`src/rtl/rds_msg_arbiter.sv`:
```
// Purpose: shares the single-port RDS message BRAM between the RDS reader and a host writer, with two swappable pages.
// Latency: a read gives rd_valid 2 cycles after rd_req; a host write reaches the RAM 1 cycle after it is popped.
// Backpressure: wr_ready drops when the FIFO is full or a commit is pending; the reader never waits.
module rds_msg_arbiter #(
  parameter int ADDR_W    = 9,
  parameter int DATA_W    = 8,
  parameter int FIFO_LOG2 = 2
) (
  input  logic              clk,
  input  logic              rst_n,
  input  logic              rd_req_i,
  input  logic [ADDR_W-1:0] rd_addr_i,
  output logic [DATA_W-1:0] rd_data_o,
  output logic              rd_valid_o,
  input  logic              wr_valid_i,
  output logic              wr_ready_o,
  input  logic [ADDR_W-1:0] wr_addr_i,
  input  logic [DATA_W-1:0] wr_data_i,
  input  logic              commit_i,
  output logic              commit_pend_o,
  output logic              swap_o,
  output logic              active_page_o,
  output logic [ADDR_W:0]   ram_addr_o,
  output logic              ram_we_o,
  output logic [DATA_W-1:0] ram_wdata_o,
  input  logic [DATA_W-1:0] ram_rdata_i
);

  localparam int DEPTH = 1 << FIFO_LOG2;
  localparam logic [FIFO_LOG2:0]   CNT_ONE  = 1;
  localparam logic [FIFO_LOG2:0]   CNT_FULL = DEPTH[FIFO_LOG2:0];
  localparam logic [FIFO_LOG2-1:0] PTR_ONE  = 1;

  typedef struct packed {
    logic [ADDR_W-1:0] addr;
    logic [DATA_W-1:0] dat;
  } wr_ent_t;

  // Host write FIFO storage; contents are only meaningful below the count
  wr_ent_t                fifo_mem [DEPTH];
  logic [FIFO_LOG2-1:0]   wptr_q, wptr_d;
  logic [FIFO_LOG2-1:0]   rptr_q, rptr_d;
  logic [FIFO_LOG2:0]     cnt_q, cnt_d;

  logic                   commit_pend_q, commit_pend_d;
  logic                   page_q, page_d;
  logic                   swap_q;
  logic [ADDR_W:0]        ram_addr_q, ram_addr_d;
  logic                   ram_we_q, ram_we_d;
  logic [DATA_W-1:0]      ram_wdata_q, ram_wdata_d;
  logic                   rd_pipe_q;
  logic                   rd_valid_q;
  logic [DATA_W-1:0]      rd_hold_q;
  logic                   rst_done_q;

  logic                   fifo_full, fifo_empty;
  logic                   push, pop, swap_now;
  wr_ent_t                head;

  assign fifo_full  = (cnt_q == CNT_FULL);
  assign fifo_empty = (cnt_q == '0);
  assign head       = fifo_mem[rptr_q];

  // wr_ready stays low until the first clock after reset release
  assign wr_ready_o = rst_done_q && !fifo_full && !commit_pend_q;
  assign push       = wr_valid_i && wr_ready_o;
  // The reader owns the RAM whenever it asks; the FIFO only drains in reader gaps
  assign pop        = !rd_req_i && !fifo_empty;
  // Swap only at a message start, with every host byte already in the RAM
  assign swap_now   = commit_pend_q && fifo_empty && !ram_we_q &&
                      rd_req_i && (rd_addr_i == '0);
  // The addr-0 read that triggers a swap already sees the new page
  assign page_d     = page_q ^ swap_now;

  // Next-state for FIFO pointers, count, commit flag and the RAM port
  always_comb begin
    wptr_d        = wptr_q;
    rptr_d        = rptr_q;
    cnt_d         = cnt_q;
    commit_pend_d = commit_pend_q;
    ram_addr_d    = ram_addr_q;
    ram_we_d      = 1'b0;
    ram_wdata_d   = ram_wdata_q;

    if (push) wptr_d = wptr_q + PTR_ONE;
    if (pop)  rptr_d = rptr_q + PTR_ONE;
    if (push && !pop)      cnt_d = cnt_q + CNT_ONE;
    else if (!push && pop) cnt_d = cnt_q - CNT_ONE;

    if (swap_now)      commit_pend_d = 1'b0;
    else if (commit_i) commit_pend_d = 1'b1;

    if (rd_req_i) begin
      ram_addr_d = {page_d, rd_addr_i};
    end else if (pop) begin
      ram_addr_d  = {~page_q, head.addr};
      ram_we_d    = 1'b1;
      ram_wdata_d = head.dat;
    end
  end

  // FIFO storage write, no reset needed since the count guards the contents
  always_ff @(posedge clk) begin
    if (push) fifo_mem[wptr_q] <= '{addr: wr_addr_i, dat: wr_data_i};
  end

  // Control state and registered RAM port
  always_ff @(posedge clk or negedge rst_n) begin
    if (!rst_n) begin
      wptr_q        <= '0;
      rptr_q        <= '0;
      cnt_q         <= '0;
      commit_pend_q <= 1'b0;
      page_q        <= 1'b0;
      swap_q        <= 1'b0;
      ram_addr_q    <= '0;
      ram_we_q      <= 1'b0;
      ram_wdata_q   <= '0;
      rst_done_q    <= 1'b0;
    end else begin
      wptr_q        <= wptr_d;
      rptr_q        <= rptr_d;
      cnt_q         <= cnt_d;
      commit_pend_q <= commit_pend_d;
      page_q        <= page_d;
      swap_q        <= swap_now;
      ram_addr_q    <= ram_addr_d;
      ram_we_q      <= ram_we_d;
      ram_wdata_q   <= ram_wdata_d;
      rst_done_q    <= 1'b1;
    end
  end

  // Read return pipeline: one stage for the RAM address, one for RAM latency
  always_ff @(posedge clk or negedge rst_n) begin
    if (!rst_n) begin
      rd_pipe_q  <= 1'b0;
      rd_valid_q <= 1'b0;
      rd_hold_q  <= '0;
    end else begin
      rd_pipe_q  <= rd_req_i;
      rd_valid_q <= rd_pipe_q;
      if (rd_valid_q) rd_hold_q <= ram_rdata_i;
    end
  end

  // RAM data passes straight through on the valid cycle, then is held
  assign rd_data_o     = rd_valid_q ? ram_rdata_i : rd_hold_q;
  assign rd_valid_o    = rd_valid_q;
  assign commit_pend_o = commit_pend_q;
  assign swap_o        = swap_q;
  assign active_page_o = page_q;
  assign ram_addr_o    = ram_addr_q;
  assign ram_we_o      = ram_we_q;
  assign ram_wdata_o   = ram_wdata_q;

endmodule

```
`config.mk`:
```
export PLATFORM = sky130hd
export DESIGN_NAME = rds_msg_arbiter
export DESIGN_NICKNAME = d
export VERILOG_FILES = /design/src/rtl/rds_msg_arbiter.sv
export SDC_FILE = /design/constraint.sdc
export NUM_CORES = 1
export LEC_CHECK = 0
export BUFFER_PORTS_ARGS = -buffer_cell sky130_fd_sc_hd__buf_2
export CORE_MARGIN = 2
export CORE_UTILIZATION = 50
export CTS_CLUSTER_DIAMETER = 120
export DETAILED_ROUTE_END_ITERATION = 6
export PLACE_DENSITY_LB_ADDON = 0.25
export SYNTH_ARGS = -nofsm -noshare
export SYNTH_HDL_FRONTEND = slang
export SYNTH_SLANG_ARGS = --single-unit
```
`constraint.sdc`:
```
create_clock -name clk -period 2.6 [get_ports clk]
set_input_delay 0.26 -clock clk [delete_from_list [all_inputs] [get_ports clk]]
set_output_delay 0.26 -clock clk [all_outputs]
set_load 0.02 [all_outputs]
```
==> results by group <==
Die
  • Initial core utilization: 51.4%
  • Die Ht: 95.9 um
  • Core area: 8220 um2
  • Row Count: 33
  • Die outline width: 95.9 um
  • I/O pin count: 71
  • Full die area: 9190 um2

Timing
  • Fin. Hold Viols: 0
  • Setup violations, final: 0
  • Rel. slew slack: 38.3%
  • Setup TNS: 0 ns
  • Final worst path period share: 84.3%
  • RSZ-0062 raised after global routing: no
  • Tmin final: 2.19 ns
  • Worst slew pin tran: 0.925 ns
  • Max-slew violations: 0
  • Worst setup margin: 0.409 ns
  • FMAX: 0.456 GHz
  • Worst Skew: 0.0138 ns

Power and ir drop
  • Worst VDD drop: 0.420 mV
  • Power density over the cells: 872 nW/um2
  • Leakage: 1.90 nW

Placement
  • Post-detail-place hpwl: 4690 um
  • I/O Buffers: 70
  • Worst slack at placement: 0.419 ns
  • Post-DP Area: 4690 um2
  • GP Congestion: 0.698

Global route
  • Grt ovf: 0
  • Vias in the first global route: 2218
  • All-Layer GR Usage: 16.8%
  • First-pass GRT wire length: 11100 um
  • Initial antenna violation count: 0
  • Largest net degree at the start of global routing: 41

CTS
  • Maximum clock insertion buffer count: 2
  • CTS Root Cell: clkbuf_8
  • CTS resizes: 0
  • Post-CTS Hold Buffers: 0
  • Clk slew on worst S/H paths: 0.10 ns
  • TritonCTS Buffers: 9
  • Setup Fix Bufs, Post-CTS: 0
  • Clk Latency, worst-skew pair: 0.36 ns
  • CTS tree: built
  • H-tree lvl count: 3
  • CTS sink cnt: 108

Yosys
  • Seq/Total Area, Yosys: 72.1%
  • Top cell type's share of synthesized area: 48.4%
  • Post-synth net total: 271
  • Gate Count Post-Synth: 226
  • FF+latch count, synth: 108
  • Top cells by area, synth: edfxtp_1 48%, dfrtp_1 24%, mux4_2 8.5%, mux2_2 4.5%, a2bb2oi_1 1.9%
  • Synth warn: 0
  • Mean Syn Cell Area: 18.7 um2
  • Yosys cell types: 33
  • Synthesized area: 4220 um2
  • Area leader, netlist: edfxtp_1

Route
  • DRC viols: 0
  • Avg WL per Cell: 16.8 um
  • Post-route ant nets: 0
  • Via count: 2202
  • DRT Pass-1 Iters: 4
  • Drt total wl: 6940 um
  • DRT iter0 DRCs: 120
  • Drt via density: 5.32

Status
  • Status: complete, no violations

Worst setup path
  • Kind of critical path: reg -> reg
  • CP Max Fanout: 7
  • Crit path capture type: flop
  • Required @ worst endpoint: 2.88 ns
  • CP arrival: 2.47 ns
  • Critical Path Source Type: flop
  • FF-to-FF path depth: 8

Worst hold path
  • Worst Hold Class: in -> async

Cells and area
  • Synth-to-Final Area Change: 15.3%
  • Most frequent cells in the layout: 70 x buf_2, 68 x edfxtp_1, 40 x dfrtp_1, 17 x mux2_2, 16 x mux4_2
  • Share of layout cells above drive strength 1: 41.1%
  • Diode count: 0
  • Design Area, Final: 4870 um2
  • Commonest non-fill, non-tap cell in the layout: buf_2
  • Fin nets: 349
  • Fin util: 59.2%

Run
  • Max-Cap Viols: 0
-- cell usage after synthesis --
master     instances
a211oi_4           1
mux4_2            16
nor2_1             6
mux2_4             1
mux2i_1            1
edfxtp_1          68
conb_1             1
nor3_4             1
or3_1              1
a41oi_1            1
fa_1               1
dfrtp_1           40
buf_12             1
nor4b_1            2
clkbuf_1           2
mux2_2            17
a2bb2oi_1          9
and4_1             1
mux4_1             1
buf_2              4
xor2_1             3
buf_6              1
nand2_1            9
a221oi_1           1
buf_4              3
nor4_1             1
a21oi_1           10
xnor2_1            4
ha_1               5
and2_1             4
nand3_1            1
inv_1              7
nand2b_1           2
-- final timing paths --
kind | from | slack [ns] | end
worst max-delay path | cnt_q[0]$_DFFE_PN0P_ | 0.41 | cnt_q[2]$_DFFE_PN0P_
worst min-delay path | rst_n | 0.03 | active_page_o$_DFF_PN0_
worst max register to register | cnt_q[0]$_DFFE_PN0P_ | 0.41 | cnt_q[2]$_DFFE_PN0P_
worst min register to register | rd_pipe_q$_DFF_PN0_ | 0.35 | rd_valid_o$_DFF_PN0_
max in group asynchronous | rst_n | 1.98 | ram_wdata_o[7]$_DFFE_PN0P_
min in group clk | wr_addr_i[0] | 0.11 | fifo_mem[0][8]$_DFFE_PP_
-- registers in the layout (all words and copies together) (netlist names), 2 cells and up --
signal and count:
ram_addr_o 10, wptr_q 2, ram_wdata_o 8, rptr_q 2
fifo_mem 68, cnt_q 3, rd_hold_q 8
-- critical path, cell delays in order, from the launching register on --
cell	delay (ns)
dfrtp_1	0.48
nor2_1	0.13
a211oi_4	0.42
ha_1	0.25
inv_1	0.06
fa_1	0.37
xor2_1	0.15
nor2_1	0.11
xor2_1	0.14
-- final cells by class --
cell class,instances,area (um2)
clock buffers,14,163
clock inverters,2,10.0
fillers,636,3350
inverters,7,26.3
multi-input cells,100,1070
flip-flops and latches,108,3040
well taps,105,131
repair buffers,78,423
-- per-layer routing --
metal  vias to the layer above  GRT usage, %  part of all wire, %  wire length, um
met5                         -             0                    0                0
met4                         0          7.50                  1.7              118
met3                        11          3.37                  6.5              450
met2                        69          27.7                   48             3320
met1                      1109          21.7                   44             3050
li1                       1013             -                    -                -
-- stage by stage --
step           power, mW  hold WS [ns]  instances
2_1_floorplan       3.08       -0.0356        226
3_3_place_gp        3.39         0.334        398
3_5_place_dp        3.41         0.335        398
4_1_cts             4.31        0.0632        414
5_1_grt             4.49         0.109        414
6_report            4.25        0.0263        414
-- where the power goes --
part           leakage [nW]  internal, mW  switching [mW]
registers              1.07          2.00           0.185
clock network        0.0905         0.400           0.500
logic                 0.734         0.584           0.573
-- logic make-up after synthesis --
kind of cell / synth area share (%)
muxes: 14.3
buffers and inverters: 2.55
AOI/OAI and AO/OA: 3.94
adders and majority gates: 1.96
and+or+nand+nor: 3.65
DFF: 72.1
xor gates and xnor gates: 1.45
other: 0.0888
Note: power is estimated with default switching activity, not from simulation.
